==> src/rtl/bar_decode_fifo.sv <==
// bar_decode_fifo: checks and decodes Bar words and queues their payloads in a FIFO with a saturating error counter.
// Define BAR_DECODE_DROP_BAD_EN to count malformed words without enqueuing them.
module bar_decode_fifo #(
    parameter int DEPTH = 4,
    parameter int ERR_W = 8
) (
    input  logic             CLK,
    input  logic             ASYNCRESETN,
    input  logic             in_valid,
    input  logic [7:0]       in_data,
    output logic             in_ready,
    output logic             out_valid,
    output logic [5:0]       out_data,
    input  logic             out_ready,
    output logic [ERR_W-1:0] err_count
);
    localparam int AW = $clog2(DEPTH);
    localparam int CW = AW + 1;
    localparam logic [CW-1:0] FULL = CW'(DEPTH);

    logic [5:0]       mem_q [DEPTH];
    logic [AW-1:0]    wr_ptr_q, wr_ptr_d, rd_ptr_q, rd_ptr_d;
    logic [CW-1:0]    cnt_q, cnt_d;
    logic [ERR_W-1:0] err_q, err_d;
    logic [5:0]       last_q, last_d;
    logic             accept, bad, wr, pop;

    always_comb begin
        in_ready  = cnt_q != FULL;
        out_valid = cnt_q != '0;
        out_data  = out_valid ? mem_q[rd_ptr_q] : last_q;
        err_count = err_q;
        accept    = in_valid && in_ready;
        bad       = !(in_data[2:0] == 3'b000 || in_data[2:0] == 3'b111);
`ifdef BAR_DECODE_DROP_BAD_EN
        wr        = accept && !bad;
`else
        wr        = accept;
`endif
        pop       = out_valid && out_ready;
        wr_ptr_d  = wr ? wr_ptr_q + 1'b1 : wr_ptr_q;
        rd_ptr_d  = pop ? rd_ptr_q + 1'b1 : rd_ptr_q;
        cnt_d     = cnt_q + {{AW{1'b0}}, wr} - {{AW{1'b0}}, pop};
        // Saturate rather than wrap once all ones.
        err_d     = (accept && bad && !(&err_q)) ? err_q + 1'b1 : err_q;
        last_d    = pop ? mem_q[rd_ptr_q] : last_q;
    end

    always_ff @(posedge CLK or negedge ASYNCRESETN) begin
        if (!ASYNCRESETN) begin
            wr_ptr_q <= '0;
            rd_ptr_q <= '0;
            cnt_q    <= '0;
            err_q    <= '0;
            last_q   <= '0;
        end else begin
            wr_ptr_q <= wr_ptr_d;
            rd_ptr_q <= rd_ptr_d;
            cnt_q    <= cnt_d;
            err_q    <= err_d;
            last_q   <= last_d;
        end
    end

    always_ff @(posedge CLK) begin
        if (wr) mem_q[wr_ptr_q] <= in_data[7:2];
    end
endmodule

==> config.mk <==
export PLATFORM = sky130hd
export DESIGN_NAME = bar_decode_fifo
export DESIGN_NICKNAME = d
export VERILOG_FILES = /design/src/rtl/bar_decode_fifo.sv
export SDC_FILE = /design/constraint.sdc
export NUM_CORES = 1
export LEC_CHECK = 0
export CELL_PAD_IN_SITES_DETAIL_PLACEMENT = 2
export CELL_PAD_IN_SITES_GLOBAL_PLACEMENT = 2
export CORE_MARGIN = 2
export CORE_UTILIZATION = 38
export DETAILED_ROUTE_END_ITERATION = 8
export HOLD_SLACK_MARGIN = 0.12
export PLACE_DENSITY_LB_ADDON = 0.15
export SYNTH_ARGS = -nofsm -noshare
export SYNTH_HDL_FRONTEND = slang
export SYNTH_SLANG_ARGS = --single-unit
==> constraint.sdc <==
create_clock -name CLK -period 3.19 [get_ports CLK]
set_input_delay 0.319 -clock CLK [delete_from_list [all_inputs] [get_ports CLK]]
set_output_delay 0.319 -clock CLK [all_outputs]
set_load 0.01 [all_outputs]
==> Word level (Yosys, flattened, before mapping) <==
Memory sizes are Yosys's and may differ from the RTL's.
Cells that the tools add are included.
{ "totals": {"output_inout_bits": 16, "elab_cells": 26, "reg_bits": 21, "n_memories": 1, "input_bits": 12, "ramBits": 24} }
{ "memory_table": {"columns": ["name", "words", "word_bits", "rd", "rd_ports_with_merged_regs", "write_ports", "line", "source"], "rows": [
  ["mem_q", 4, 6, 1, 0, 1, "21", "logic [5:0] mem_q [DEPTH];"]
]} }
{ "classes": {"n_reduce_logical": 10, "muxes": 3, "add_sub_neg": 5, "n_eq_ne": 2} }
{ "ops": {"columns": ["cell", "n"], "rows": [
  ["adder 8 x 1 -> 8 bit, second input constant", 1],
  ["AND reduction 8 bit", 1],
  ["2-to-1 mux 6 bit", 1],
  ["adder 2 x 1 -> 2 bit, second input constant", 2],
  ["logical AND 1 bit", 4],
  ["adder 3 x 1 -> 3 bit", 1],
  ["== test 3 bit, second input constant", 1],
  ["zero test 3 bit", 1],
  ["!= test 3 bit, second input constant", 1],
  ["nonzero test 3 bit", 1],
  ["subtractor 3 x 1 -> 3 bit", 1],
  ["zero test 1 bit", 2],
  ["2-to-1 mux 1 bit", 2],
  ["logical OR 1 bit", 1]
]} }

==> Depth between registers and ports, before layout <==
{ "depth": {"ltp_word": 5, "mapped_depth": 10, "mapped_depth_nobuf": 8} }

==> Worst setup path before layout <==
No wires, ideal clock.
{ "synth_path": {"path_kind": "reg2reg", "from": "register cnt_q[2]", "to": "register cnt_q[2]", "t_arrival_ps": 2133, "path_slack_ps": 935, "period_less_slack_ps": 2255, "t_required_ps": 3067, "setup_time_ps": 123, "n_path_buf": 2, "path_stages_with_launch": 11, "cell_sequence": "dfrtp_1 > or3_1 > buf_6 > and2_4 > buf_6 > nand2_1 > nand2_1 > ha_1 > fa_1 > xor2_1 > xnor2_1"} }
{ "synth_via": {"word_cells_on_any_way": 6, "cone_classes": "add/sub: 2; eq/ne: 1; reduce/logical: 3"} }
{ "synth_rtl": {"columns": ["item", "line", "source"], "rows": [
  ["start, declared", "23", "logic [CW-1:0] cnt_q, cnt_d;"],
  ["start signal, assigned", "59", "cnt_q <= cnt_d;"],
  ["nonzero test 3 bit", "30", "out_valid = cnt_q != '0;"],
  ["named net out_valid", "12", "output logic out_valid,"],
  ["logical AND 1 bit", "40", "pop = out_valid && out_ready;"],
  ["subtractor 3 x 1 -> 3 bit", "43", "cnt_d = cnt_q + {{AW{1'b0}}, wr} - {{AW{1'b0}}, pop};"],
  ["named net cnt_d[2]", "23", null]
]} }
The timed path passes the listed nets, and every way through them passes these cells.
A chain may end at the register's enable or synchronous reset.

==> Final worst setup path <==
{ "layout_path": {"from": "register rd_ptr_q[0]", "to": "output out_data[0]"} }
{ "layout_via": {"elab_chain_len": 2} }
{ "layout_lines": {"columns": ["item", "line", "source"], "rows": [
  ["start, declared", "22", "logic [AW-1:0] wr_ptr_q, wr_ptr_d, rd_ptr_q, rd_ptr_d;"],
  ["start signal, assigned", "58", "rd_ptr_q <= rd_ptr_d;"],
  ["memory read (4 x 6 bit)", null, null],
  ["2-to-1 mux 6 bit", "31", "out_data = out_valid ? mem_q[rd_ptr_q] : last_q;"],
  ["end, declared", "13", "output logic [5:0] out_data,"]
]} }
No other way between the ends.

==> summary.md <==
| Metric | Value |
|---|---|
| Run status | `finished, final reports clean` |
| CP arrival | `2320 ps` |
| Final Max Slew Viols | `0` |
| # fillers | `494` |
| Leak Pwr | `0.952 nW` |
| Sink Count | `45` |
| IO Count | `28` |
| Final WL | `4480 um` |
| CTS buffer count | `5` |
| Die width | `76.6 um` |
| Total GRT Usage | `16.8%` |
| Reg power frac | `42.7%` |
| Routability cong. | `0.708` |
| Clock skew | `3.32 ps` |
| Share of layout cells above drive strength 1 | `15.5%` |
| RSZ-0062 raised after global routing | `false` |
| Row count | `26` |
| NumNets Final | `186` |
| Final period utilization | `82.9%` |
| Post-CTS Hold Buffers | `0` |
| Max Clock Freq | `378 MHz` |
| Gate Count Post-Synth | `138` |
| Post-synthesis sequential area ratio | `62.3%` |
| Avg Inst Size Synth | `14.5 um2` |
| Yosys top cell area share | `36.0%` |
| Netlist cell types | `28` |
| Clk buf depth | `2` |
| # DRC | `0` |
| NetSw | `772 uW` |
| Post-route minimum period | `2640 ps` |
| Final cell count without fillers | `238` |
| Cell Pwr Density | `958 nW/um2` |
| Drt via density | `4.92` |
| CTS resizes | `0` |
| Inserted Diodes | `0` |
| Most frequent cell after synthesis | `nand2_1` |
| Slew @ Worst Pin | `1000 ps` |
| Hold Vio Cnt, Final | `0` |
| Synth top cells by count | `25 x nand2_1, 24 x edfxtp_1, 21 x dfrtp_1` |
| Number of post-CTS setup repair buffers | `0` |
| Largest net degree at the start of global routing | `22` |
| Largest cells by area after synthesis | `edfxtp_1 36%, dfrtp_1 26%, mux4_2 6.8%` |
| Sum Neg Setup Slack | `0 ps` |
| FFs w/ async S/R, synth | `46.7%` |
| Starting Density | `39.2%` |
| Seq cells post-synth | `45` |
| Largest area contributor in the netlist | `edfxtp_1` |
| CP Capture Type | `output port` |
| DR iter-0 viols | `90` |
| Die area | `5860 um2` |
| Vias in the first global route | `1345` |
| CTS tree | `built` |
| Slew headroom | `33.0%` |
| Syn Nets | `157` |
| Die H | `76.6 um` |
| Clock power frac | `18.2%` |
| Hold_ws | `481 ps` |
| Worst path cell trace | `mux4_2 > mux2_2 > clkdlybuf4s50_1` |
| Int Power | `1.55 mW` |
| Clk_lat worst skew | `300 ps` |
| Max-cap check violation count | `0` |
| Crit Path Max Fanout | `8` |
| Core Footprint | `5110 um2` |
| Placed insts | `230` |
| Maximum vdd ir drop | `0.358 mV` |
| EDFF count, synth | `24` |
| Clock transition at the registers of the reported paths | `80 ps` |
| Number of H-tree levels | `2` |
| Worst Hold Class | `reg -> reg` |
| Post-DRT Antenna Nets | `0` |
| Endpoints failing setup | `0` |
| YS warnings | `0` |
| Ys flop type | `edfxtp_1` |
| PortBufs | `27` |
| Worst Path Required | `2870 ps` |
| Dpl hpwl | `3380 um` |
| Avg WL per Cell | `18.8 um` |
| Initial DRT Pass Iterations | `4` |
| CTS root buf | `clkbuf_8` |
| Global-route wire length before repair | `7380 um` |
| WS Path Type | `reg -> out` |
| Sw Ratio | `33.2%` |
| Cell Area, Synth | `2000 um2` |
| Grt ovf | `0` |
| Slowest cell on the critical path | `dfrtp_1` |
| Startpoint Class | `register` |
| Area growth, synth to finish | `21.3%` |
| Logic pwr share | `39.1%` |
| CP peak stage delay | `640 ps` |
| Via Count | `1172` |
| Initial antenna violation count | `0` |
-- path summary, 6_finish.rpt --
kind	slack, ps	cells after the start	startpoint	end
hold / removal	480	2	last_q[1]	last_q[1]
max in group asynchronous	2020	1	ASYNCRESETN	err_count[7]
hold reg to reg	480	2	last_q[1]	last_q[1]
setup reg to reg	730	8	cnt_q[1]	cnt_q[2]
setup / recovery	550	3	rd_ptr_q[0]	out_data[0]
min in group asynchronous	560	1	ASYNCRESETN	last_q[5]
-- cell families after synthesis --
kind of cell | share of synthesized area, %
compound gates | 0.250
xor+xnor | 3.94
fa+ha+maj | 4.75
buf+inv | 2.88
flops | 62.3
mux | 13.7
simple gates | 12.2
-- metal layers --
metal	up-vias	global-route usage [%]	routed length, um
met5	-	0	0
met4	0	4.91	61
met3	5	4.86	160
met2	23	29.6	2370
met1	599	20.1	1900
li1	545	-	-
-- stage by stage --
step	utilization [%]	cell area [um2]	total power [mW]	worst slack, ps
2_1_floorplan	-	2000	1.52	935
3_3_place_gp	45.4	2320	1.86	834
3_5_place_dp	45.4	2320	1.93	748
4_1_cts	47.5	2430	2.37	481
5_1_grt	47.5	2430	2.49	414
6_report	47.5	2430	2.32	547
-- power groups by stage --
| stage | registers [mW] | clock network, mW | logic, mW |
|---|---|---|---|
| finish | 0.992 | 0.423 | 0.910 |
| global placement | 0.984 | 0 | 0.878 |
| floorplan | 0.936 | 0 | 0.588 |
| global route | 1.03 | 0.456 | 1.01 |
| CTS | 0.998 | 0.435 | 0.934 |
| detailed placement | 1.01 | 0 | 0.926 |
-- flip-flops by register name, summed over array words and instances (netlist names) --
register and count:
cnt_q 3, err_count 8, last_q 6, mem_q 24, rd_ptr_q 2, wr_ptr_q 2
-- cell usage in the layout (no fill, tap or decap), drive strengths merged, types with 3 or more instances in the layout --
cell type and instances:
ha 6, clkdlybuf4s50 27, clkbuf 6, mux4 6
edfxtp 24, and3 4, mux2 12, nor2 3
nand2 25, dfrtp 21, inv 5, nand3 4
xor2 4, xnor2 5
-- worst max-delay path, delay by kind of cell, from the launching register on --
family | cells | cell delay [ps]
mux | 2 | 890
flops | 1 | 640
buf+inv | 1 | 480
-- final cells by class --
type | count | area [um2] | area share, %
inverter | 5 | 18.8 | 0.774
clock buffer | 6 | 72.6 | 2.99
clock inverter | 2 | 33.8 | 1.39
sequential | 45 | 1250 | 51.4
tap | 70 | 87.6 | 3.61
multi-input combinational | 83 | 697 | 28.7
timing repair buffer | 27 | 270 | 11.1
Power figures use the tool's default switching activity.
